[src/rtl/stopwatch_pkg.sv]
// Shared definitions for the stopwatch: controller state encodings and the
// default wrap limits of the minute and second fields.
package stopwatch_pkg;

    typedef enum logic [1:0] {
        RUN    = 2'd0,
        PAUSED = 2'd1,
        ADJ    = 2'd2
    } state_t;

    localparam int WRAP_MIN_DEF = 59;
    localparam int WRAP_SEC_DEF = 59;

endpackage

[src/rtl/bcd_mod60_counter.sv]
// Two-digit BCD counter that wraps to 00 after WRAP; carry flags the wrapping increment.
module bcd_mod60_counter
    import stopwatch_pkg::*;
#(
    parameter int WRAP = WRAP_SEC_DEF
) (
    input  logic       sys_clk,
    input  logic       rst,
    input  logic       inc,
    output logic [3:0] tens,
    output logic [3:0] ones,
    output logic       carry
);

    localparam logic [3:0] WRAP_T = 4'(WRAP / 10);
    localparam logic [3:0] WRAP_O = 4'(WRAP % 10);

    logic at_wrap;

    // Next BCD value with decimal carry from ones into tens and wrap to 00 at the limit.
    function automatic logic [7:0] bcd_step(input logic [3:0] t, input logic [3:0] o,
                                            input logic wrap);
        if (wrap)
            return 8'h00;
        else if (o == 4'd9)
            return {t + 4'd1, 4'd0};
        else
            return {t, o + 4'd1};
    endfunction

    assign at_wrap = (tens == WRAP_T) && (ones == WRAP_O);
    assign carry   = inc && at_wrap;

    always_ff @(posedge sys_clk) begin
        if (rst) begin
            tens <= 4'd0;
            ones <= 4'd0;
        end else if (inc) begin
            {tens, ones} <= bcd_step(tens, ones, at_wrap);
        end
    end

endmodule

[src/rtl/stopwatch_counter.sv]
// MM:SS stopwatch: counts on 1 Hz ticks in RUN, holds in PAUSED, and steps the
// selected field on 2 Hz ticks in ADJ with blink-driven field blanking.
module stopwatch_counter
    import stopwatch_pkg::*;
#(
    parameter int WRAP_MIN = WRAP_MIN_DEF,
    parameter int WRAP_SEC = WRAP_SEC_DEF
) (
    input  logic       sys_clk,
    input  logic       rst,
    input  logic       onehz_clk,
    input  logic       twohz_clk,
    input  logic       blink_clk,
    input  logic       pause,
    input  logic       adj,
    input  logic       sel,
    output logic [3:0] min_tens,
    output logic [3:0] min_ones,
    output logic [3:0] sec_tens,
    output logic [3:0] sec_ones,
    output logic       blank_min,
    output logic       blank_sec,
    output logic       running
);

    state_t state;
    logic   onehz_p1, twohz_p1;
    logic   tick_1hz, tick_2hz;
    logic   run_tick, adj_tick;
    logic   sec_inc, min_inc;
    logic   sec_carry, min_carry_unused;

    always_ff @(posedge sys_clk) begin
        if (rst) begin
            onehz_p1 <= 1'b0;
            twohz_p1 <= 1'b0;
        end else begin
            onehz_p1 <= onehz_clk;
            twohz_p1 <= twohz_clk;
        end
    end

    assign tick_1hz = onehz_clk & ~onehz_p1;
    assign tick_2hz = twohz_clk & ~twohz_p1;

    // A 1 Hz tick that coincides with adj rising is dropped: the block is leaving RUN.
    assign run_tick = (state == RUN) && !adj && tick_1hz;
    assign adj_tick = (state == ADJ) && tick_2hz;
    assign sec_inc  = run_tick || (adj_tick && sel);
    assign min_inc  = (run_tick && sec_carry) || (adj_tick && !sel);

    bcd_mod60_counter #(.WRAP(WRAP_SEC)) u_sec (
        .sys_clk (sys_clk),
        .rst     (rst),
        .inc     (sec_inc),
        .tens    (sec_tens),
        .ones    (sec_ones),
        .carry   (sec_carry)
    );

    bcd_mod60_counter #(.WRAP(WRAP_MIN)) u_min (
        .sys_clk (sys_clk),
        .rst     (rst),
        .inc     (min_inc),
        .tens    (min_tens),
        .ones    (min_ones),
        .carry   (min_carry_unused)
    );

    always_ff @(posedge sys_clk) begin
        if (rst) begin
            state     <= RUN;
            running   <= 1'b1;
            blank_min <= 1'b0;
            blank_sec <= 1'b0;
        end else begin
            blank_min <= (state == ADJ) && !sel && blink_clk;
            blank_sec <= (state == ADJ) && sel && blink_clk;
            case (state)
                RUN: begin
                    if (adj) begin
                        state   <= ADJ;
                        running <= 1'b0;
                    end else if (pause) begin
                        state   <= PAUSED;
                        running <= 1'b0;
                    end
                end
                PAUSED: begin
                    if (adj) begin
                        state <= ADJ;
                    end else if (pause) begin
                        state   <= RUN;
                        running <= 1'b1;
                    end
                end
                ADJ: begin
                    if (!adj)
                        state <= PAUSED;
                end
                default: begin
                    state   <= RUN;
                    running <= 1'b1;
                end
            endcase
        end
    end

endmodule

[config.mk]
export PLATFORM = sky130hd
export DESIGN_NAME = stopwatch_counter
export DESIGN_NICKNAME = d
export VERILOG_FILES = /design/src/rtl/stopwatch_pkg.sv /design/src/rtl/bcd_mod60_counter.sv /design/src/rtl/stopwatch_counter.sv
export SDC_FILE = /design/constraint.sdc
export NUM_CORES = 1
export LEC_CHECK = 0
export BUFFER_PORTS_ARGS = -buffer_cell sky130_fd_sc_hd__buf_2
export CORE_AREA = 4 4 49 68
export CTS_CLUSTER_SIZE = 10
export DETAILED_ROUTE_END_ITERATION = 12
export DIE_AREA = 0 0 53 72
export GPL_TIMING_DRIVEN = 1
export PLACE_DENSITY = 0.7
export RECOVER_POWER = 50
export REMOVE_ABC_BUFFERS = 1
export SLEW_MARGIN = 40
export SYNTH_ARGS = -nofsm -noshare
export SYNTH_HDL_FRONTEND = slang
export SYNTH_SLANG_ARGS = --single-unit
[constraint.sdc]
create_clock -name sys_clk -period 4.25 [get_ports sys_clk]
set_input_delay 0.425 -clock sys_clk [delete_from_list [all_inputs] [get_ports sys_clk]]
set_output_delay 0.425 -clock sys_clk [all_outputs]
set_load 0.01 [all_outputs]
==> flow_summary.toml, run 1 <==
[outcome]
status = "finished, final reports clean"

[critical_path]
critical_path.endpoint_type = "flop"
crit_path_start_kind = "flop"
crit_arrival_ns = 1.96
crit_fanout = 6
cp.required_ns = 4.41
criticalPathCategory = "flop to flop"

[sta]
setup_viol = 0
min_period_over_period_pct = 42.5
worstMarginPinSlew_ns = 0.970
clock.fmax_mhz = 554
fin_crit_ns = 1.80
clock_skew_ns = 0.00280
finalWorstSetupSlack_ns = 2.45
setup_tns_ns = 0
whs_ns = 0.369
slew_violations = 0
rsz0062_at_grt = "no"
hold_viol = 0
relSlewSlack_pct = 35.3

[cts]
cts_buffers = 3
post_cts_buffers = 0
cts_tree = "done"
ctsHtreeMaxLevel = 1
ctsHoldBuffers = 0
clk_latency_ns = 0.26
cts-resized-gates = 0
clkTransAtPathRegs_ns = 0.08
cts.sinks = 23
cts_buffer_depth = 2
root_buffer = "clkbuf_8"

[global_route]
grtUsageTotal_pct = 13.8
grt_pass1_wl_mm = 4.06
grt_max_degree = 23
grt_pass1_vias = 946
antenna_found_initial = 0
grt-ovfl-total = 0

[placement]
io_buffers = 26
place.gp.congestion = 0.818
place_ws_ns = 2.40
dp_hpwl_mm = 1.88

[floorplanning]
die_y_um = 72
core.rowCount = 23
die_area_um2 = 3820
core_area_um2 = 2790
io_pins = 27
start_util_pct = 41.9
die_x_um = 53

[synthesis]
synth-seq-area-share_pct = 39.4
synth_cells = 133
ys_ff_latch = 23
syn-mean-instance-area_um2 = 8.80
synth_top_area_share_pct = 39.4
synth_ff_type = "dfxtp_1"
synth_cell_types = 35
synth_top_cell_by_area = "dfxtp_1"
synth_top_cells_by_area = "dfxtp_1 39%, ha_1 8.6%, a21oi_1 5.6%"
ys_async_sr_fraction_pct = 0
synth_warnings = 0
synth_most_common_cell = "dfxtp_1"
ys_top_cells_by_count = "23 x dfxtp_1, 13 x a21oi_1, 12 x o21ai_0"
synth_edf_count = 0
syn_area_um2 = 1170

[route]
routed_wl_mm = 2.53
avgViaCountPerCell = 5.46
ant_nets = 0
drt_iter0_drc = 13
first_pass_iters = 4
wl_per_cell_um = 12.9
vias = 1070
drc = 0

[final_layout]
diodes = 0
drive_gt1_share_pct = 11.9
fillCellCount = 300
syn_to_final_growth_pct = 16.0
nets = 176

[pwr]
p_total_uw = 388
cellPowerDensity_nw_per_um2 = 286
ir_drop_uv = 119
p_leak_nw = 0.534

[hold_path]
hp-class = "input port to flop"

[job]
maxCapViolCount = 0
[layout make-up]
type                            count  area (um2)  share of cell area, %
Clock buffer                        3        41.3                   3.04
Clock inverter                      1        5.00                  0.369
Inverter                            9        33.8                   2.49
Multi-Input combinational cell     97         659                   48.6
Sequential cell                    23         460                   33.9
Tap cell                           37        46.3                   3.41
Timing Repair Buffer               26         111                   8.20
[power by group]
group	internal, mW	switching, mW
sequential	0.220	0.00537
combinational	0.0116	0.0175
clock	0.0653	0.0683
[worst paths after layout]
| check | slack [ns] | endpoint | cells after the start | startpoint |
|---|---|---|---|---|
| worst max-delay path | 2.45 | u_min.tens[3]$_SDFFE_PP0P_ | 5 | u_sec.tens[0]$_SDFFE_PP0P_ |
| worst max register to register | 2.45 | u_min.tens[3]$_SDFFE_PP0P_ | 5 | u_sec.tens[0]$_SDFFE_PP0P_ |
| worst min-delay path | 0.37 | blank_min$_SDFF_PP0_ | 2 | sel |
| worst min register to register | 0.50 | u_min.ones[3]$_SDFFE_PP0P_ | 2 | u_min.ones[3]$_SDFFE_PP0P_ |
[critical path, stage by stage (launching register included)]
cell	delay [ns]
dfxtp_1	0.42
ha_1	0.20
and3b_1	0.25
nand4_1	0.25
a21oi_1	0.24
mux2_2	0.35
[cell families after synthesis]
kind of cell / Yosys count / synth area share [%]
AND/OR/NAND/NOR: 52 / 27.8
AO/OA/AOI/OAI: 32 / 15.7
flip-flops: 23 / 39.4
buffers and inverters: 13 / 4.28
adder cells (fa/ha/maj): 8 / 8.56
multiplexers: 4 / 3.53
XOR/XNOR: 1 / 0.749
[cells in the final DEF, fill, tap and decap left out, drive strengths merged, types with 3 or more instances in the layout]
cell type / count
a21oi: 13
and3b: 4
buf: 11
clkbuf: 18
dfxtp: 23
ha: 8
inv: 9
mux2i: 3
nand2: 7
nand3: 6
nor2: 7
nor2b: 4
o21ai: 13
or3: 7
or4: 3
[per-layer routing]
metal / routed length (um) / track usage (%)
met4: 17 / 5.68
met3: 164 / 2.26
met1: 1100 / 17.4
met2: 1250 / 22.8
met5: 0 / 0
[sequential cells by signal (all words and copies together) (netlist names)]
| signal | count |
|---|---|
| blank_min | 1 |
| blank_sec | 1 |
| onehz_p1 | 1 |
| running | 1 |
| state | 2 |
| twohz_p1 | 1 |
| u_min.ones | 4 |
| u_min.tens | 4 |
| u_sec.ones | 4 |
| u_sec.tens | 4 |
[through the flow]
step | instances | instance area [um2] | util (%)
final | 196 | 1360 | 48.6
after global routing | 196 | 1360 | 48.6
after CTS | 196 | 1380 | 49.3
after detailed placement | 192 | 1330 | 47.6
after global placement | 192 | 1330 | 47.6
after floorplan | 129 | 1150 | -
Power figures use the tool's default switching activity.
==> run 2: changes to the inputs <==
ABC_AREA = 1   (was unset)
CORE_AREA = 4 4 50 70   (was 4 4 49 68)
DIE_AREA = 0 0 54 74   (was 0 0 53 72)
PLACE_DENSITY = 0.71   (was 0.7)
clock period = 1.9 ns   (was 4.25 ns; I/O delays follow)
==> run 2 against run 1 <==
- final area is 7.6% higher
- sequential share of layout area is 2.4 points lower
- die area is 4.7% higher
- critical path depth is 3 higher
- hold slack worse by 0.25 ns
- first-iteration DRC count is 62% higher
- highest routed layer unchanged
- sequential power is 120% higher
- sequential cell count stayed put
- utilization is 2.6 points higher
- setup slack worse by 2.1 ns
==> flow_summary.toml, run 2 <==
[critical_path]
criticalPathCategory = "flop to flop"
cp_cell_sequence = "ha_1 -> nand3_1 -> nor2_2 -> nand2_2 -> nand2_2 -> nand2_1 -> nand2_1 -> a21oi_2"
crit_fanout = 12
cp_num_buf_inv = 0
crit_path_start_kind = "flop"
crit_family = "simple AND/OR/NAND/NOR gates"
critical_path.endpoint_type = "flop"
cp.required_ns = 2.04
slowest_stage = "dfxtp_1"
crit_arrival_ns = 1.72
critical-path-max-stage-delay_ns = 0.40

[final_layout]
drive_gt1_share_pct = 16.2
design_area_um2 = 1460
final_cell_mix = "29 x nand2_1, 23 x inv_1, 23 x dfxtp_1, 19 x nor2_1, 15 x clkbuf_1"
fillCellCount = 283
syn_to_final_growth_pct = 14.6
nets = 215
seqCellArea_um2 = 460
multiInputGateArea_um2 = 698
diodes = 0
final_common_cell = "nand2_1"

[sta]
relSlewSlack_pct = 53.6
hold_viol = 0
clock_skew_ns = 0.00176
min_period_over_period_pct = 83.5
worstMarginPinSlew_ns = 0.695
setup_tns_ns = 0
clock.fmax_mhz = 630
setup_viol = 0
rsz0062_at_grt = "no"
fin_crit_ns = 1.59
slew_violations = 0

[route]
first_pass_iters = 5
wl_per_cell_um = 10.8
vias = 1155
drc = 0
ant_nets = 0
avgViaCountPerCell = 4.91
routed_wl_mm = 2.53
drt_iter0_drc = 21

[floorplanning]
die_y_um = 74
io_pins = 27
die_area_um2 = 4000
start_util_pct = 44.7
core.rowCount = 23
die_x_um = 54
core_area_um2 = 2850

[pwr]
clkPwrFrac_pct = 34.5
sw_frac_of_total_pct = 25.1
power_switching_uw = 225
p_comb_share_pct = 9.1
p_leak_nw = 0.623
power.internal_uw = 670
pwr-share-seq_pct = 56.5
cellPowerDensity_nw_per_um2 = 613
ir_drop_uv = 466

[synthesis]
synth_most_common_cell = "nand2_1"
synth_warnings = 0
ys_async_sr_fraction_pct = 0
ys_top_cells_by_count = "29 x nand2_1, 23 x dfxtp_1, 23 x inv_1"
synth_top_cells_by_area = "dfxtp_1 36%, nand2_1 8.5%, ha_1 7.9%"
synth_cell_types = 29
syn-mean-instance-area_um2 = 7.49
synth_top_area_share_pct = 36.1
ys_ff_latch = 23
synth_top_cell_by_area = "dfxtp_1"
synth_edf_count = 0
synth_ff_type = "dfxtp_1"
synth_cells = 170
synth-seq-area-share_pct = 36.1
syn_area_um2 = 1270

[cts]
clkTransAtPathRegs_ns = 0.08
post_cts_buffers = 0
cts_tree = "done"
ctsHoldBuffers = 0
cts_buffers = 3
root_buffer = "clkbuf_8"
ctsHtreeMaxLevel = 1
cts_buffer_depth = 2
clk_latency_ns = 0.27
cts.sinks = 23
cts-resized-gates = 0

[placement]
place.gp.congestion = 0.820
placed_area_um2 = 1440
io_buffers = 26
dp_hpwl_mm = 1.94

[job]
maxCapViolCount = 0

[hold_path]
hp-class = "input port to flop"

[global_route]
grt_pass1_wl_mm = 4.45
grt-ovfl-total = 0
grt_max_degree = 15
antenna_found_initial = 0
grt_pass1_vias = 1066
grtUsageTotal_pct = 15.0

[outcome]
status = "finished, final reports clean"
-- run 2: cell types whose count changed in the layout (fill, tap and decap cells not counted), moves of 4 or more --
cell,delta
nor2b_1,-4
o21ai_0,-5
nand3_1,+8
nand2_2,+4
inv_1,+14
and3b_1,-4
nor2_1,+12
or3_1,-7
nand2_1,+22
-- run 2: logic make-up (layout without fill, tap and decap cells) --
logic type	after synthesis	count (layout)	share of synthesized area, %
XOR/XNOR	4	4	2.75
flip-flops	23	23	36.1
AND/OR/NAND/NOR	84	84	33.6
AO/OA/AOI/OAI	24	24	10.8
buffers and inverters	27	55	8.84
adder cells (fa/ha/maj)	8	8	7.86
-- run 2: power groups by stage --
stage / registers, mW / clock network, mW / logic, mW
3_5_place_dp: 0.517 / 0 / 0.0849
5_1_grt: 0.508 / 0.333 / 0.0949
6_report: 0.506 / 0.308 / 0.0812
2_1_floorplan: 0.519 / 0 / 0.0466
3_3_place_gp: 0.516 / 0 / 0.0841
4_1_cts: 0.506 / 0.322 / 0.0854
-- run 2: layout make-up --
type                            count  share of cell area [%]
Clock buffer                        3                    2.83
Timing Repair Buffer               27                    8.14
Multi-Input combinational cell    120                    47.8
Inverter                           24                    6.17
Clock inverter                      1                   0.343
Tap cell                           37                    3.17
Sequential cell                    23                    31.5
-- run 2: through the flow --
| step | power [mW] | hold slack (ns) | util (%) | setup WS, ns | std cells |
|---|---|---|---|---|---|
| floorplan | 0.566 | 0.252 | - | 0.443 | 167 |
| global placement | 0.600 | 0.402 | 50.4 | 0.380 | 231 |
| detailed placement | 0.602 | 0.399 | 50.4 | 0.349 | 231 |
| CTS | 0.913 | 0.102 | 52.0 | 0.321 | 235 |
| global route | 0.936 | 0.123 | 51.3 | 0.100 | 235 |
| finish | 0.895 | 0.115 | 51.3 | 0.314 | 235 |
-- run 2: layer usage --
| metal | global-route usage (%) | routed length (um) | up-vias |
|---|---|---|---|
| li1 | - | - | 616 |
| met1 | 17.3 | 1070 | 510 |
| met2 | 25.5 | 1260 | 24 |
| met3 | 2.61 | 132 | 5 |
| met4 | 8.31 | 66 | 0 |
| met5 | 0 | 0 | - |
-- run 2: path summary, 6_finish.rpt --
path | endpoint | cells after the start | slack (ns) | start
worst min-delay path | blank_min$_SDFF_PP0_ | 2 | 0.11 | sel
worst min register to register | running$_SDFFE_PP1P_ | 2 | 0.51 | running$_SDFFE_PP1P_
worst max register to register | u_min.tens[2]$_SDFFE_PP0P_ | 8 | 0.31 | u_sec.ones[0]$_SDFFE_PP0P_
worst max-delay path | u_min.tens[2]$_SDFFE_PP0P_ | 8 | 0.31 | u_sec.ones[0]$_SDFFE_PP0P_
